File: config.mk
export PLATFORM = sky130hd
export DESIGN_NAME = retire_trace_buf
export DESIGN_NICKNAME = d
export VERILOG_FILES = /design/src/rtl/retire_trace_buf_pkg.sv /design/src/rtl/retire_trace_buf_ram.sv /design/src/rtl/retire_trace_buf.sv
export SDC_FILE = /design/constraint.sdc
export NUM_CORES = 2
export LEC_CHECK = 0
export CAP_MARGIN = 20
export CORE_UTILIZATION = 40
export CTS_BUF_LIST = sky130_fd_sc_hd__clkbuf_8 sky130_fd_sc_hd__clkbuf_16
export DETAILED_ROUTE_END_ITERATION = 8
export GPL_ROUTABILITY_DRIVEN = 0
export PLACE_DENSITY = 0.58
export RECOVER_POWER = 25
export SLEW_MARGIN = 20
export SYNTH_ARGS = -nofsm -noshare
export SYNTH_HDL_FRONTEND = slang
export SYNTH_SLANG_ARGS = --single-unit
File: constraint.sdc
create_clock -name clk -period 11.3 [get_ports clk]
set_clock_uncertainty 0.15 [all_clocks]
set_input_delay 2.26 -clock clk [delete_from_list [all_inputs] [get_ports clk]]
set_output_delay 2.26 -clock clk [all_outputs]
set_load 0.01 [all_outputs]
File: src/rtl/retire_trace_buf_pkg.sv
// Shared encodings for the retire trace buffer: FSM states, capture modes and
// the packed record width helper used by both the top and its consumers.
package retire_trace_buf_pkg;

  typedef enum logic [1:0] {
    ST_IDLE   = 2'd0,
    ST_ARMED  = 2'd1,
    ST_POST   = 2'd2,
    ST_FROZEN = 2'd3
  } trace_state_e;

  typedef enum logic [1:0] {
    MODE_WRAP    = 2'd0,
    MODE_FILL    = 2'd1,
    MODE_TRIGGER = 2'd2,
    MODE_RSVD    = 2'd3
  } trace_mode_e;

  // Record layout MSB->LSB: {pc, inst, wdata, rd, rf_we, trap}
  function automatic int rec_width(input int pc_w, input int rd_w);
    return 3 * pc_w + rd_w + 2;
  endfunction

endpackage

File: src/rtl/retire_trace_buf_ram.sv
// Record storage: DEPTH x WIDTH, one synchronous write port, one asynchronous
// read port. Contents are intentionally not reset.
module retire_trace_buf_ram #(
  parameter int DEPTH = 16,
  parameter int WIDTH = 103
) (
  input  logic                     clk,
  input  logic                     we,
  input  logic [$clog2(DEPTH)-1:0] waddr,
  input  logic [WIDTH-1:0]         wdata,
  input  logic [$clog2(DEPTH)-1:0] raddr,
  output logic [WIDTH-1:0]         rdata
);

  logic [WIDTH-1:0] mem_q [DEPTH];

  always_ff @(posedge clk) begin
    if (we) mem_q[waddr] <= wdata;
  end

  assign rdata = mem_q[raddr];

endmodule

File: src/rtl/retire_trace_buf.sv
// Retirement trace buffer: captures one record per retired instruction into a
// circular buffer with wrap, fill-stop and trigger/post-trigger modes.
module retire_trace_buf
  import retire_trace_buf_pkg::*;
#(
  parameter int DEPTH  = 16,
  parameter int PC_W   = 32,
  parameter int RD_W   = 5,
  parameter int POST_W = 8
) (
  input  logic                               clk,
  input  logic                               rst_n,
  input  logic                               arm,
  input  logic                               disarm,
  input  logic [1:0]                         mode,
  input  logic [POST_W-1:0]                  post_cnt,
  input  logic                               trig_pc_en,
  input  logic [PC_W-1:0]                    trig_pc,
  input  logic                               trig_on_trap,
  input  logic                               ret_valid,
  input  logic [PC_W-1:0]                    ret_pc,
  input  logic [PC_W-1:0]                    ret_inst,
  input  logic [RD_W-1:0]                    ret_rd,
  input  logic                               ret_rf_we,
  input  logic [PC_W-1:0]                    ret_wdata,
  input  logic                               ret_trap,
  output logic                               rd_valid,
  input  logic                               rd_ready,
  output logic [rec_width(PC_W, RD_W)-1:0]   rd_data,
  output logic [$clog2(DEPTH):0]             count,
  output logic [1:0]                         state,
  output logic                               overflow,
  output logic                               triggered
);

  localparam int REC_W = rec_width(PC_W, RD_W);
  localparam int AW    = $clog2(DEPTH);
  localparam int CW    = AW + 1;
  localparam logic [CW-1:0] FULL    = CW'(DEPTH);
  localparam logic [CW-1:0] FULL_M1 = CW'(DEPTH - 1);

  trace_state_e      state_q, state_d;
  trace_mode_e       mode_q, mode_d;
  logic [POST_W-1:0] post_q, post_d;
  logic [POST_W-1:0] rem_q, rem_d;
  logic [AW-1:0]     wr_ptr_q, wr_ptr_d;
  logic [AW-1:0]     rd_ptr_q, rd_ptr_d;
  logic [CW-1:0]     count_q, count_d;
  logic              overflow_q, overflow_d;
  logic              triggered_q, triggered_d;

  logic              hit;
  logic              capture;
  logic              pop;
  logic              ram_we;
  logic [REC_W-1:0]  wr_rec;

  assign hit      = ret_valid & ((trig_pc_en & (ret_pc == trig_pc)) | (trig_on_trap & ret_trap));
  assign capture  = ret_valid & ((state_q == ST_ARMED) | (state_q == ST_POST));
  assign rd_valid = (count_q != '0) & ((state_q == ST_IDLE) | (state_q == ST_FROZEN));
  assign pop      = rd_valid & rd_ready;
  assign wr_rec   = {ret_pc, ret_inst, ret_wdata, ret_rd, ret_rf_we, ret_trap};

  always_comb begin
    state_d     = state_q;
    mode_d      = mode_q;
    post_d      = post_q;
    rem_d       = rem_q;
    wr_ptr_d    = wr_ptr_q;
    rd_ptr_d    = rd_ptr_q;
    count_d     = count_q;
    overflow_d  = overflow_q;
    triggered_d = triggered_q;
    ram_we      = 1'b0;

    // Pops and captures never coexist: pops need IDLE/FROZEN, captures ARMED/POST.
    if (pop) begin
      rd_ptr_d = rd_ptr_q + AW'(1);
      count_d  = count_q - CW'(1);
    end

    if (disarm) begin
      state_d = ST_IDLE;
    end else if (arm) begin
      state_d     = ST_ARMED;
      mode_d      = (mode == MODE_RSVD) ? MODE_WRAP : trace_mode_e'(mode);
      post_d      = post_cnt;
      rem_d       = '0;
      wr_ptr_d    = '0;
      rd_ptr_d    = '0;
      count_d     = '0;
      overflow_d  = 1'b0;
      triggered_d = 1'b0;
    end else if (capture) begin
      ram_we   = 1'b1;
      wr_ptr_d = wr_ptr_q + AW'(1);
      if (count_q == FULL) begin
        rd_ptr_d   = rd_ptr_q + AW'(1);
        overflow_d = 1'b1;
      end else begin
        count_d = count_q + CW'(1);
      end
      if (hit) triggered_d = 1'b1;

      if (state_q == ST_ARMED) begin
        if (mode_q == MODE_FILL && count_q == FULL_M1) begin
          state_d = ST_FROZEN;
        end else if (mode_q == MODE_TRIGGER && hit) begin
          if (post_q == '0) begin
            state_d = ST_FROZEN;
          end else begin
            state_d = ST_POST;
            rem_d   = post_q;
          end
        end
      end else begin
        rem_d = rem_q - POST_W'(1);
        if (rem_q == POST_W'(1)) state_d = ST_FROZEN;
      end
    end
  end

  always_ff @(posedge clk or negedge rst_n) begin
    if (!rst_n) begin
      state_q     <= ST_IDLE;
      mode_q      <= MODE_WRAP;
      post_q      <= '0;
      rem_q       <= '0;
      wr_ptr_q    <= '0;
      rd_ptr_q    <= '0;
      count_q     <= '0;
      overflow_q  <= 1'b0;
      triggered_q <= 1'b0;
    end else begin
      state_q     <= state_d;
      mode_q      <= mode_d;
      post_q      <= post_d;
      rem_q       <= rem_d;
      wr_ptr_q    <= wr_ptr_d;
      rd_ptr_q    <= rd_ptr_d;
      count_q     <= count_d;
      overflow_q  <= overflow_d;
      triggered_q <= triggered_d;
    end
  end

  retire_trace_buf_ram #(
    .DEPTH (DEPTH),
    .WIDTH (REC_W)
  ) u_ram (
    .clk   (clk),
    .we    (ram_we),
    .waddr (wr_ptr_q),
    .wdata (wr_rec),
    .raddr (rd_ptr_q),
    .rdata (rd_data)
  );

  assign count     = count_q;
  assign state     = state_q;
  assign overflow  = overflow_q;
  assign triggered = triggered_q;

endmodule
==> impl_results.md <==
* Finished Cell Area at 0.07507 mm²
* Count of instances resized after the clock tree is built at 0
* Antenna violations before repair at 26
* Headroom to the max-slew limit at -33.31%
* Number of buffers added for setup after CTS at 0
* Cell type with the highest aggregate area in the netlist: sky130_fd_sc_hd__edfxtp_1
* Worst min-delay path category: reg -> reg
* Largest cells by area after synthesis: sky130_fd_sc_hd__edfxtp_1 (77%), sky130_fd_sc_hd__mux4_2 (18%), sky130_fd_sc_hd__dfrtp_1 (1.4%)
* Post-route worst setup slack at 3.971 ns
* DPL Wire Length at approximately 78,000 µm
* Clock network latency to the later pin of the worst-skew pair at slightly above 0.8 ns
* Slowest Stage Delay on Critical Path at 0.98 ns
* Largest fanout of any net on the critical path at 39
* Number of optimization iterations in the first detailed-route pass at 5
* Overall die area at 0.1623 mm²
* Status: finished with violations
* Data arrival, critical path at 4.92 ns
* Type of the worst setup path: reg -> out
* Total of warnings raised by yosys at 0
* Number of buffers inserted by port buffering at 265
* Reported leakage power at 22.84 nW
* Ys flop type: sky130_fd_sc_hd__edfxtp_1
* Power density normalized to cell area at 207.9 mW/mm²
* Critical-path cell with the highest stage delay: sky130_fd_sc_hd__dfrtp_4
* Routed wire length per instance at between 20 and 30 µm
* Count of endpoints failing setup in the final report at 0
* Measured slew at the worst slew-check pin at 2.000 ns
* Syn Std Cell Area at 0.06430 mm²
* First-pass GRT wire length at 221,500 µm
* TritonCTS clock tree: built
* Category of the worst setup path capture point: output pin
* CP Cell Sequence: buf_4, buf_4, mux4_2, mux4_2, clkdlybuf4s50_1
* Data required time at the worst endpoint at ~9 ns
* Number of remaining DRC errors at 0
* Clock transition at the registers of the reported paths at 0.06 ns
* Worst hold slack at 0.3509 ns
* Count of distinct cell types in the synthesized netlist at 53
* Count of mapped cells out of synthesis at 2,614
* Pins Over Slew Limit at 36
* Startpoint Class: register
* Async set-or-reset flop fraction in the synthesized netlist at 2.080%
* Initial standard-cell utilization of the core at 40.46%
* RSZ-0062 raised after global routing: false
* Most used standard cell by instance count after synthesis: sky130_fd_sc_hd__edfxtp_1
* Master cell of the clock root buffer: sky130_fd_sc_hd__clkbuf_16
* Placed cells at 4,871
* Global route total overflow at 0
* Max-cap violations at 1
* Via density per instance at 5.642
* Max Root-Sink Buffers at 3
* Via total after detailed routing at 29,294
* Final cycle utilization of the critical path at about two thirds
* Number of levels the H-tree was split into at 4
* Die Span Y at 402.9 µm
* Worst VDD drop at 0.1583 mV
* Final Hold Fails at 0
* Cell row count at 146
* Top cell type's share of synthesized area at about 77%
* Layout-stage area growth over the synthesis result at 16.76%
* DRT antenna net count at 0
* Sink Count at 1,683
* Clock period minus worst slack at roughly 7.3 ns
* Via count of the first global-routing pass at 31,564
* Top post-synthesis cells by count: sky130_fd_sc_hd__edfxtp_1 (1,648), sky130_fd_sc_hd__mux4_2 (515), sky130_fd_sc_hd__clkbuf_1 (70)
* EDFF count, synth at 1,648
* Io pins at between 200 and 300
* Pre-CTS WS at 4.673 ns
* Share of the yosys chip area belonging to registers at between 70% and 80%
* Mean Syn Cell Area at around 25 µm²
* Post-Route WL at 152,700 µm
* Die X at approximately 400 µm
* TritonCTS Buffers at 175
* Failing checks: max-capacitance violations, max-slew violations
* Starting DRT DRC Count at between 2,000 and 3,000
* Upper clock frequency limit at 136.5 MHz
* Number of buffers inserted by hold repair at cts at 0
* Core region area at between 0.15 and 0.2 mm²
* Overall global routing resource usage at 19.04%
* Syn_nets at 2,779
* Proportion of layout cells with a drive suffix above 1 at a little over a quarter
* Final Instance Count excl. Fillers at between 5,000 and 6,000
* Number of nets in the final layout at 3,142
* Synthesized flop and latch total at 1,683
* Final-layout setup total negative slack at 0 ns
* Placed cell areas at 0.06957 mm²
* Largest net degree at the start of global routing at 166
[cell type report]
class / count / area (µm²)
multi-input combinational: 783 / 13390
sequential: 1683 / 50380
antenna: 12 / 30.03
inverter: 21 / 78.83
tap: 2072 / 2592
timing repair buffer: 313 / 3147
fill: 12777 / 83850
clock inverter: 130 / 1005
clock buffer: 178 / 4454
[flip-flops by register name (all words and copies together), names as in the netlist]
name	cells
rem_q	8
rd_ptr_q	4
mode_q	2
u_ram.mem_q	1648
overflow	1
wr_ptr_q	4
count	5
triggered	1
state	2
post_q	8
[critical path, delay by kind of cell, from the launching register on]
| family | cells | cell delay (ns) |
|---|---|---|
| DFF | 1 | 0.98 |
| muxes | 2 | 1.11 |
| buffers and inverters | 3 | 1.89 |
[power breakdown]
part	switching [mW]	internal (mW)	total, mW	leakage [nW]
Clock	2.33	3.15	5.47	2.86
Combinational	1.41	1.72	3.13	4.72
Sequential	0.112	6.89	7.01	15.3
Total	3.85	11.8	15.6	22.8
[cells in the final DEF (no fill, tap or decap), drive strengths merged, types with 3 or more instances in the layout]
cell	n
a21oi	11
and3	9
buf	45
bufinv	13
clkbuf	181
clkdlybuf4s50	210
clkinv	57
clkinvlp	4
dfrtp	35
diode	12
dlygate4sd3	55
edfxtp	1648
ha	12
inv	77
mux4	515
nand2	46
nand2b	14
nand3	17
nand4	11
nor2	27
nor2b	5
nor3	8
nor4	11
o2111ai	3
o211ai	6
o21ai	18
xnor2	28
xor2	4
[cell families (layout without fill, tap and decap cells)]
| group | Yosys count | in the layout | share of synthesized area, % |
|---|---|---|---|
| xor+xnor | 32 | 32 | 0.4359 |
| simple gates | 158 | 158 | 1.242 |
| mux | 517 | 517 | 18.09 |
| other cells | 0 | 12 | 0 |
| fa+ha+maj | 12 | 12 | 0.2335 |
| flops | 1683 | 1683 | 78.33 |
| buf+inv | 148 | 642 | 0.9925 |
| compound gates | 64 | 64 | 0.6792 |
[routing by layer]
layer	global-route usage, %	vias to the layer above	wire length (µm)
met5	0	-	41
met4	5.043	6	3125
met3	3.775	218	9174
met2	30.55	979	74580
met1	26.72	16024	65760
li1	-	12067	-
[through the flow]
step	util [%]	total power, mW
after floorplan	-	9.193
after global placement	43.77	10.28
after detailed placement	43.77	10.32
after CTS	47.21	15.82
after global routing	47.22	16.19
final	47.24	15.61
[worst paths after layout]
path / slack, ns / cells after the start / from / to
setup / recovery: 3.97 / 5 / rd_ptr_q[0]$_DFF_PN0_ / rd_data[65]
hold / removal: 0.35 / 1 / triggered$_DFFE_PN0P_ / triggered$_DFFE_PN0P_
setup reg to reg: 7.07 / 6 / state[0]$_DFFE_PN0P_ / u_ram.mem_q[7][55]$_DFFE_PP_
hold reg to reg: 0.35 / 1 / triggered$_DFFE_PN0P_ / triggered$_DFFE_PN0P_
max in group asynchronous: 7.18 / 2 / rst_n / rd_ptr_q[0]$_DFF_PN0_
min in group asynchronous: 2.40 / 2 / rst_n / post_q[5]$_DFFE_PN0P_
Power figures use the tool's default switching activity.
